===== config.mk =====
export PLATFORM = sky130hd
export DESIGN_NAME = adder_op_arbiter
export DESIGN_NICKNAME = d
export VERILOG_FILES = /design/src/rtl/adder_op_arbiter.sv
export SDC_FILE = /design/constraint.sdc
export NUM_CORES = 1
export LEC_CHECK = 0
export CORE_MARGIN = 4
export CORE_UTILIZATION = 30
export CTS_BUF_LIST = sky130_fd_sc_hd__clkbuf_8
export DETAILED_ROUTE_END_ITERATION = 10
export PLACE_DENSITY = 0.52
export SYNTH_ARGS = -nofsm -noshare
export SYNTH_HDL_FRONTEND = slang
export SYNTH_SLANG_ARGS = --single-unit

===== constraint.sdc =====
create_clock -name io_systemClk -period 4.72 [get_ports io_systemClk]
set_input_delay 0.944 -clock io_systemClk [delete_from_list [all_inputs] [get_ports io_systemClk]]
set_output_delay 0.944 -clock io_systemClk [all_outputs]
set_load 0.03 [all_outputs]

===== src/rtl/adder_op_arbiter.sv =====
// adder_op_arbiter: shares one adder between CPU (port 0) and VIO (port 1) with round-robin grant;
// define ADDER_ARB_VIO_PRIO_EN to give port 1 fixed priority instead.
module adder_op_arbiter #(
    parameter int DATA_W = 4,
    parameter int CNT_W  = 16
) (
    input  logic              io_systemClk,
    input  logic              io_systemReset,
    input  logic              s0_valid,
    output logic              s0_ready,
    input  logic [DATA_W-1:0] s0_ain,
    input  logic [DATA_W-1:0] s0_bin,
    input  logic              s1_valid,
    output logic              s1_ready,
    input  logic [DATA_W-1:0] s1_ain,
    input  logic [DATA_W-1:0] s1_bin,
    output logic              m_valid,
    input  logic              m_ready,
    output logic [DATA_W:0]   m_sum,
    output logic              m_src,
    output logic              busy,
    output logic [CNT_W-1:0]  cnt0,
    output logic [CNT_W-1:0]  cnt1
);
    typedef enum logic [1:0] {IDLE, EXEC, RESP} state_t;

    state_t            r_state, w_next;
    logic              r_last, r_k, r_src;
    logic [DATA_W-1:0] r_a, r_b;
    logic [DATA_W:0]   r_sum;
    logic [CNT_W-1:0]  r_cnt0, r_cnt1;
    logic              w_g0, w_g1, w_idle, w_hs;

`ifdef ADDER_ARB_VIO_PRIO_EN
    assign w_g1 = s1_valid;
`else
    assign w_g1 = s1_valid && (!s0_valid || !r_last);
`endif
    assign w_g0   = s0_valid && !w_g1;
    assign w_idle = r_state == IDLE;
    assign w_hs   = s0_ready || s1_ready;

    assign s0_ready = w_idle && w_g0;
    assign s1_ready = w_idle && w_g1;
    assign m_valid  = r_state == RESP;
    assign busy     = !w_idle;
    assign m_sum    = r_sum;
    assign m_src    = r_src;
    assign cnt0     = r_cnt0;
    assign cnt1     = r_cnt1;

    always_ff @(posedge io_systemClk) begin
        if (io_systemReset) r_state <= IDLE;
        else                r_state <= w_next;
    end

    always_comb begin
        w_next = r_state;
        if (r_state == IDLE && w_hs)         w_next = EXEC;
        else if (r_state == EXEC)            w_next = RESP;
        else if (r_state == RESP && m_ready) w_next = IDLE;
    end

    always_ff @(posedge io_systemClk) begin
        if (io_systemReset) begin
            r_last <= 1'b1;
            r_k    <= 1'b0;
            r_src  <= 1'b0;
            r_a    <= '0;
            r_b    <= '0;
            r_sum  <= '0;
            r_cnt0 <= '0;
            r_cnt1 <= '0;
        end else begin
            if (w_hs) begin
                r_a    <= s1_ready ? s1_ain : s0_ain;
                r_b    <= s1_ready ? s1_bin : s0_bin;
                r_k    <= s1_ready;
                r_last <= s1_ready;
            end
            if (r_state == EXEC) begin
                r_sum <= {1'b0, r_a} + {1'b0, r_b};
                r_src <= r_k;
            end
            // counters saturate at all-ones so long runs never wrap back to small values
            if (r_state == RESP && m_ready) begin
                if (!r_src && !(&r_cnt0)) r_cnt0 <= r_cnt0 + CNT_W'(1);
                if (r_src && !(&r_cnt1))  r_cnt1 <= r_cnt1 + CNT_W'(1);
            end
        end
    end
endmodule


Yosys cells after proc, flatten, opt, wreduce, memory -nomap -nowiden
Index checks and enable logic that the tools add are counted.
Word-level totals
  flip-flop bits (word level): 50
  input port bits: 21
  output and inout port bits: 42
  word-level logic and storage cells: 45
Operators by class
  $add $sub $neg: 3
  eq/ne operators: 2
  muxes and demuxes: 5
  reductions and logical operators: 25
Operators with widths (number)
  16-bit by 1-bit adder with 16-bit output (second input constant): 2
  16-bit AND reduction: 2
  1-bit logical AND: 8
  4-bit 2-to-1 mux: 2
  1-bit zero test: 7
  4-bit by 4-bit adder with 5-bit output: 1
  2-bit 2-to-1 mux: 2
  2-bit AND reduction: 2
  3-bit nonzero test: 1
  2-bit by 1-bit equality test with 1-bit output (second input constant): 1
  2-bit equality test (second input constant): 1
  2-bit zero test: 1
  1-bit logical OR: 2
  2-bit nonzero test: 1
  2-bit OR reduction: 1
  1-bit 2-to-1 mux: 1

Longest topological paths before layout
Gate-level depths: netlist of run 1.
  word-level depth: 9
  mapped depth: 6
  gate-level depth less buffers: 6

Least setup slack after synthesis of run 1
Ideal clock, no wire load.
  path kind: input -> output
  from: input s0_valid
  to: output s1_ready
  arrival: 1.544 ns
  data required time: 3.776 ns
  path slack: 2.232 ns
  stages: 4
  path buffers: 1
  cells stage by stage: nand2_1 -> nand3_1 -> clkbuf_1 -> inv_1
On the way
  longest elaborated chain between the ends: 4
Ends and longest elaborated chain
  start: declaration: RTL line 9  | input logic s0_valid,
  1-bit zero test: RTL line 37  | assign w_g1 = s1_valid && (!s0_valid || !r_last);
  1-bit logical OR: RTL line 37
  1-bit logical AND: RTL line 37
  1-bit logical AND: RTL line 44  | assign s1_ready = w_idle && w_g1;
  end: declaration: RTL line 14  | output logic s1_ready,
Every way passes these cells.

Final worst setup path of run 1
Ends and elaborated chain as after synthesis.

==> results.toml, run 1 <==
[min_path]
whs_endpoint = "r_k"
hold_depth = 2
worstHoldStart = "r_k"
min_path_type = "reg2reg"

[timing]
fmax_mhz = 283
min_period_ps = 3540
hold_violations = 0
period_share = 0.749
setup_viol = 0
fin_setup_tns_ps = 0
finClkSkew_ps = 8.66
grt_setup_unrepaired = "false"
max_slew_margin = 0.168
final_max_slew_viol_count = 0
tightest_slew_ps = 1240

[die]
initial_core_util = 0.312
die_h_um = 98.3
fp-row-count = 32
core_area_mm2 = 0.00785
num_io_pins = 63
die_w_um = 98.3
fp.dieArea_mm2 = 0.00967

[power]
p_seq_frac = 0.548
ir_drop_v = 0.0000984
power_frac_comb = 0.170
p_int_mw = 0.603
p_sw_mw = 0.227
p_total_mw = 0.829
leakage_nw = 1.06
power_frac_clock = 0.282
p_sw_frac = 0.273
p_per_area_mw_per_mm2 = 258

[clock_tree]
clock-sinks = 50
cts_setup_buffers = 0
clk_transition_reported_paths_ps = 80
ctsHoldBuffers = 0
cts_made_buffers = 5
htreeDepth = 2
clk_latency_ps = 300
cts_root_buffer = "clkbuf_8"
postCtsResizedCells = 0
clock_path_buffers = 2
cts_tree = "yes"

[global_route]
grt_pass1_wl_um = 10100
grt_max_degree = 56
first_global_vias = 2126
antenna_found_initial = 0
grt_overflow = 0
grtUsageTotal = 0.123

[setup_path]
crit_type = "in2out"
r2r_cells = 5
rrSetupSlack_ps = 2170
startpoint_type = "input pin"
r2r_end = "cnt0[6]"
crit_fanout = 11
arrival_ps = 2590
r2r_start = "cnt0[0]"
end_kind = "primary output"
crit_required_ps = 3780

[finish]
postLayoutCellArea_mm2 = 0.00321
final_cell_mix = "clkdlybuf4s50_1, dfxtp_1, a21oi_1, nor2_1"
syn_to_final_growth_pct = 31.3
fin_nets = 373
n_antenna_cell = 0
post-route-util = 0.410
fillers = 821
layout_commonest_cell = "clkdlybuf4s50_1"
drive_above_1_share = 0.0377

[synthesis]
syn_inst = 289
syn_area_per_cell_um2 = 8.47
syn-cell-area_mm2 = 0.00245
synth_area_leaders = "dfxtp_1, a21oi_1, nor2_1"
yosysUniqueCellTypes = 46
async_reset_ff_frac = 0
synth-edff-count = 0
synth_top_area_share = 0.409
synth-main-ff-cell = "dfxtp_1"
synth_top_area_cell = "dfxtp_1"
ys_seq_area_frac = 0.409
ys_warn_count = 0
synth_seq_cells = 50
synth_nets = 317

[placement]
dpl.hpwl_um = 4240
gp_congestion = 0.720
io_buffers = 62
place_area_mm2 = 0.00314

[detailed_routing]
dr.pass1.iters = 4
routed_wl_um = 5970
vias = 2314
drcViolationCount = 0
wire_per_inst_um = 13.3
detail_route.vias_per_cell = 5.18
antenna_left = 0
drtIter0Drc = 46

[job]
cap_violations = 0

[run_status]
status = "complete, no violations"
==> power by group through the flow <==
stage / combinational, mW / clock [mW] / sequential [mW]
final: 0.141 / 0.234 / 0.455
after global routing: 0.157 / 0.263 / 0.458
after CTS: 0.144 / 0.251 / 0.455
after detailed placement: 0.143 / 0 / 0.465
after global placement: 0.143 / 0 / 0.464
after floorplan: 0.0808 / 0 / 0.473
==> cell usage after synthesis (2+ instances only) <==
cell,n
a311oi_1,3
or3_1,14
a21oi_1,28
nand3_1,12
o21ai_0,14
mux2i_1,3
o22ai_1,9
ha_1,6
nand2_1,12
and4_1,4
inv_1,12
clkbuf_1,7
nor3_1,13
dfxtp_1,50
buf_1,3
o31ai_1,11
o21a_1,2
or4_1,10
nand4_1,12
mux2_2,3
nand3b_1,2
nor2_1,24
and3_1,2
nand2b_1,3
buf_2,3
nor4_1,3
nor2b_1,5
==> metrics by stage <==
stage	worst slack [ps]	instances	hold slack, ps
final	1180	447	485
after global routing	1060	447	517
after CTS	1180	447	490
after detailed placement	1200	440	476
after global placement	1220	440	465
after floorplan	2230	289	436
==> area by class of cell <==
cell class	instances	area (um2)	share of cell area
Multi-Input combinational cell	214	1350	0.420
Clock buffer	5	68.8	0.0214
Timing Repair Buffer	62	616	0.192
Clock inverter	2	7.51	0.00234
Inverter	12	45.0	0.0140
Tap cell	102	128	0.0397
Sequential cell	50	1000	0.311
==> worst max-delay path, stage by stage <==
cell and delay, ps:
clkdlybuf4s50_1 460, nand2_1 100, nand3_1 280, inv_1 130, clkdlybuf4s50_1 680
==> metal layers <==
layer  up-vias  share of wire  track usage
met5         -              0            0
met2        43           0.45        0.200
met1      1062           0.48        0.156
li1       1203              -            -
met4         0          0.012       0.0378
met3         6          0.063       0.0407
==> flip-flops by register name, summed over array words and instances (netlist names) <==
name	flops
r_b	4
r_last	1
m_sum	5
r_state	2
r_a	4
r_k	1
m_src	1
cnt0	16
cnt1	16
==> cells by family (layout without fill, tap and decap cells) <==
logic type	count (synthesis)	count (layout)	share of synthesized area
buffers and inverters	25	81	0.0399
multiplexers	6	6	0.0261
flip-flops	50	50	0.409
adder cells (fa/ha/maj)	7	7	0.0389
AND/OR/NAND/NOR	123	123	0.288
AO/OA/AOI/OAI	76	76	0.191
XOR/XNOR	2	2	0.00716
==> how the worst max path moves through the flow <==
stage	startpoint	to	slack (ps)	cells after the start
detailed placement	s0_valid	s1_ready	1200	5
CTS	s0_valid	s1_ready	1180	5
floorplan	s0_valid	s1_ready	2230	4
finish	s0_valid	s1_ready	1180	5
global placement	s0_valid	s1_ready	1220	5
global route	s0_valid	s1_ready	1060	5
No activity file was read; power rests on OpenSTA's default activity.
==> run 2, diff against run 1 <==
Settings changed: PLACE_DENSITY 0.52 to 0.53.
Clock period 4.72 ns to 3 ns, I/O delays scaled along.
==> results.toml, run 2 (synthesis results as in run 1) <==
[die]
die_w_um = 98.3
initial_core_util = 0.312
die_h_um = 98.3
num_io_pins = 63
fp-row-count = 32
fp.dieArea_mm2 = 0.00967
core_area_mm2 = 0.00785

[clock_tree]
cts_tree = "yes"
cts_setup_buffers = 0
clock_path_buffers = 2
postCtsResizedCells = 0
clk_transition_reported_paths_ps = 80
ctsHoldBuffers = 0
clock-sinks = 50
htreeDepth = 2
clk_latency_ps = 300
cts_made_buffers = 5
cts_root_buffer = "clkbuf_8"

[placement]
place_ws_ps = 405
dpl.hpwl_um = 4360
io_buffers = 62
gp_congestion = 0.811

[min_path]
min_path_type = "reg2reg"
worstHoldStart = "r_k"

[finish]
fin_nets = 382
final_cell_mix = "clkdlybuf4s50_1, dfxtp_1, a21oi_1, nor2_1"
layout_commonest_cell = "clkdlybuf4s50_1"
seq_area_mm2 = 0.00100
n_antenna_cell = 0
fillers = 824
post-route-util = 0.423
multi_input_area_mm2 = 0.00135
syn_to_final_growth_pct = 35.5
drive_above_1_share = 0.0704

[setup_path]
cp_top_family = "buffers and inverters"
worst_path_largest_cell_delay_ps = 660
crit_type = "in2out"
crit_cells = 5
end_kind = "primary output"
r2r_cells = 5
critPathBufInv = 3
startpoint_type = "input pin"
crit_path_cell_trace = "clkdlybuf4s50_1 > nand2_1 > nand3_1 > inv_1 > clkdlybuf4s50_1"
rrSetupSlack_ps = 1020
crit_top_cell = "clkdlybuf4s50_1"
crit_slowest_cell = "clkdlybuf4s50_1"
arrival_ps = 1990
crit_start = "s0_valid"
r2r_end = "cnt0[12]"
crit_fanout = 4
r2r_start = "cnt0[1]"
crit_required_ps = 2400
endpoint = "s1_ready"

[job]
cap_violations = 0

[detailed_routing]
drcViolationCount = 0
antenna_left = 0
drtIter0Drc = 63
routed_wl_um = 5920
vias = 2355
detail_route.vias_per_cell = 5.15
wire_per_inst_um = 13.0
dr.pass1.iters = 4

[timing]
tightest_slew_ps = 733
fin_setup_tns_ps = 0
min_period_ps = 2590
hold_violations = 0
final_max_slew_viol_count = 0
max_slew_margin = 0.510
fin_ws_ps = 406
period_share = 0.865
grt_setup_unrepaired = "false"
fmax_mhz = 386
finClkSkew_ps = 9.95
setup_viol = 0

[power]
ir_drop_v = 0.000234
leakage_nw = 1.11
p_per_area_mw_per_mm2 = 422
p_total_mw = 1.40

[global_route]
grt_pass1_wl_um = 9950
first_global_vias = 2134
grt_max_degree = 37
grt_overflow = 0
antenna_found_initial = 0
grtUsageTotal = 0.121

[run_status]
status = "complete, no violations"
==> run 2: changes by cell type in the layout (fill, tap and decap cells not counted) <==
cell	before	now
inv_1	14	12
clkbuf_8	5	8
buf_4	0	9
==> run 2: per-stage QoR <==
step | instances | cell area (um2) | hold WS (ps)
2_1_floorplan | 289 | 2450 | 436
3_3_place_gp | 449 | 3210 | 456
3_5_place_dp | 449 | 3210 | 454
4_1_cts | 457 | 3320 | 467
5_1_grt | 457 | 3320 | 500
6_report | 457 | 3320 | 468
==> run 2: routing by layer <==
| metal | global-route usage | wire [um] |
|---|---|---|
| met5 | 0 | 0 |
| met4 | 0.0336 | 55 |
| met3 | 0.0371 | 334 |
| met2 | 0.198 | 2760 |
| met1 | 0.153 | 2780 |
==> run 2: worst min-delay path, cell delays in order, from the launching register on <==
cell and delay (ps):
dfxtp_1 320, nand2_1 50, a21oi_1 50
==> run 2: layout make-up <==
type / count / area share
inverters: 12 / 0.0136
flip-flops and latches: 50 / 0.302
clock buffers: 8 / 0.0332
multi-input cells: 214 / 0.407
repair buffers: 71 / 0.206
well taps: 102 / 0.0385
==> run 2: power breakdown <==
group / internal, mW / total [mW] / switching, mW
sequential: 0.693 / 0.716 / 0.0224
combinational: 0.108 / 0.232 / 0.124
clock: 0.233 / 0.452 / 0.218
total: 1.03 / 1.40 / 0.365
==> run 2: worst min-delay path by stage <==
stage | depth (start not counted) | slack [ps] | to
6_report | 2 | 470 | r_k
5_1_grt | 2 | 500 | r_k
4_1_cts | 2 | 470 | r_k
3_5_place_dp | 2 | 450 | r_k
3_3_place_gp | 2 | 460 | r_k
2_1_floorplan | 2 | 440 | r_k
==> run 3, diff against run 2 <==
Settings changed: GPL_TIMING_DRIVEN set to 0, TNS_END_PERCENT set to 10.
==> results.toml, run 3 (synthesis results as in run 1) <==
[run_status]
status = "complete, no violations"

[timing]
finClkSkew_ps = 5.80
grt_setup_unrepaired = "false"
max_slew_margin = 0.564
fin_setup_tns_ps = 0
setup_viol = 0
fmax_mhz = 349
tightest_slew_ps = 653
final_max_slew_viol_count = 0
period_share = 0.954
hold_violations = 0
min_period_ps = 2860

[clock_tree]
clk_transition_reported_paths_ps = 90
clock_path_buffers = 2
cts_tree = "yes"
clk_latency_ps = 300
cts_setup_buffers = 0
htreeDepth = 2
clock-sinks = 50
cts_root_buffer = "clkbuf_8"
cts_made_buffers = 5

[detailed_routing]
antenna_left = 0
dr.pass1.iters = 5
wire_per_inst_um = 13.5
drtIter0Drc = 90
routed_wl_um = 6200
met1_length_um = 2990
route.met3.wl_um = 325
drcViolationCount = 0
top_layer = "met4"
vias = 2392
dr_wl_met2_um = 2860
detail_route.vias_per_cell = 5.20

[die]
initial_core_util = 0.312
core_area_mm2 = 0.00785
die_h_um = 98.3
fp-row-count = 32
num_io_pins = 63
die_w_um = 98.3
fp.dieArea_mm2 = 0.00967

[setup_path]
r2r_start = "cnt0[0]"
end_kind = "primary output"
crit_fanout = 10
crit_top_cell = "clkdlybuf4s50_1"
crit_required_ps = 2400
endpoint = "s0_ready"
crit_path_cell_trace = "clkdlybuf4s50_1 > nand2b_1 > nand3_1 > inv_1 > clkdlybuf4s50_1"
crit_start = "s1_valid"
crit_type = "in2out"
crit_slowest_cell = "clkdlybuf4s50_1"
arrival_ps = 2260
startpoint_type = "input pin"
rrSetupSlack_ps = 770
r2r_end = "cnt0[1]"
r2r_cells = 6
worst_path_largest_cell_delay_ps = 680

[min_path]
min_path_type = "reg2reg"

[finish]
fin_nets = 385
syn_to_final_growth_pct = 34.7
post-route-util = 0.420
final_cells = 460
final_cell_mix = "clkdlybuf4s50_1, dfxtp_1, a21oi_1, nor2_1"
fillers = 836
layout_commonest_cell = "clkdlybuf4s50_1"
postLayoutCellArea_mm2 = 0.00330
drive_above_1_share = 0.0531
n_antenna_cell = 0

[power]
p_per_area_mw_per_mm2 = 431
leakage_nw = 1.10
p_sw_frac = 0.265
p_total_mw = 1.42
p_int_mw = 1.04
p_seq_frac = 0.505
ir_drop_v = 0.000170
power_frac_clock = 0.334
p_sw_mw = 0.376
power_frac_comb = 0.161

[placement]
place_area_mm2 = 0.00319
gp_congestion = 0.781
io_buffers = 61
dpl.hpwl_um = 4620
dp.cells = 452

[global_route]
antenna_found_initial = 0
grt_max_degree = 16
grt_pass1_wl_um = 10400
first_global_vias = 2179
grtUsageTotal = 0.127
grt_overflow = 0

[job]
cap_violations = 0
==> run 3: per-layer routing <==
metal / track usage / vias to the layer above
met5: 0 / -
met4: 0.0389 / 0
met3: 0.0329 / 2
met2: 0.200 / 46
met1: 0.172 / 1114
li1: - / 1230
==> run 3: what timing repair did <==
| item | 4_1_cts | 5_1_grt |
|---|---|---|
| hold endpoints to repair | 0 | 0 |
| gates resized for setup | 0 | 2 |
| hold buffers | 0 | 0 |
| setup endpoints to repair | 0 | 1 |
==> run 3: per-stage QoR <==
stage | worst slack (ps) | hold WS (ps)
after floorplan | 913 | 436
after global placement | 67.5 | 447
after detailed placement | 67.5 | 460
after CTS | 55.5 | 474
after global routing | 11.4 | 486
final | 137 | 467
==> run 3: layout make-up <==
cell class,count,area (um2),share of cell area
Clock inverter,3,40.0,0.0121
Multi-Input combinational cell,214,1350,0.409
Inverter,12,45.0,0.0137
Timing Repair Buffer,61,611,0.185
Sequential cell,50,1000,0.304
Buffer,13,53.8,0.0163
Clock buffer,5,68.8,0.0209
Tap cell,102,128,0.0387
==> run 3: power by group through the flow <==
| stage | clock (mW) | sequential [mW] | combinational (mW) |
|---|---|---|---|
| after global routing | 0.522 | 0.721 | 0.256 |
| after detailed placement | 0 | 0.732 | 0.231 |
| after global placement | 0 | 0.731 | 0.229 |
| after floorplan | 0 | 0.744 | 0.127 |
| after CTS | 0.495 | 0.716 | 0.232 |
| final | 0.474 | 0.716 | 0.229 |
==> run 3: worst min-delay path by stage <==
stage	start	endpoint	slack, ps	cells past startpoint
4_1_cts	r_k	r_k	470	2
3_5_place_dp	r_k	r_k	460	2
3_3_place_gp	r_k	r_k	450	2
2_1_floorplan	r_k	r_k	440	2
5_1_grt	r_k	r_k	490	2
6_report	r_k	r_k	470	2
==> run 3: critical path, delay by kind of cell <==
kind / cells / cell delay (ps)
buffers and inverters: 3 / 1270
AND/OR/NAND/NOR: 2 / 400
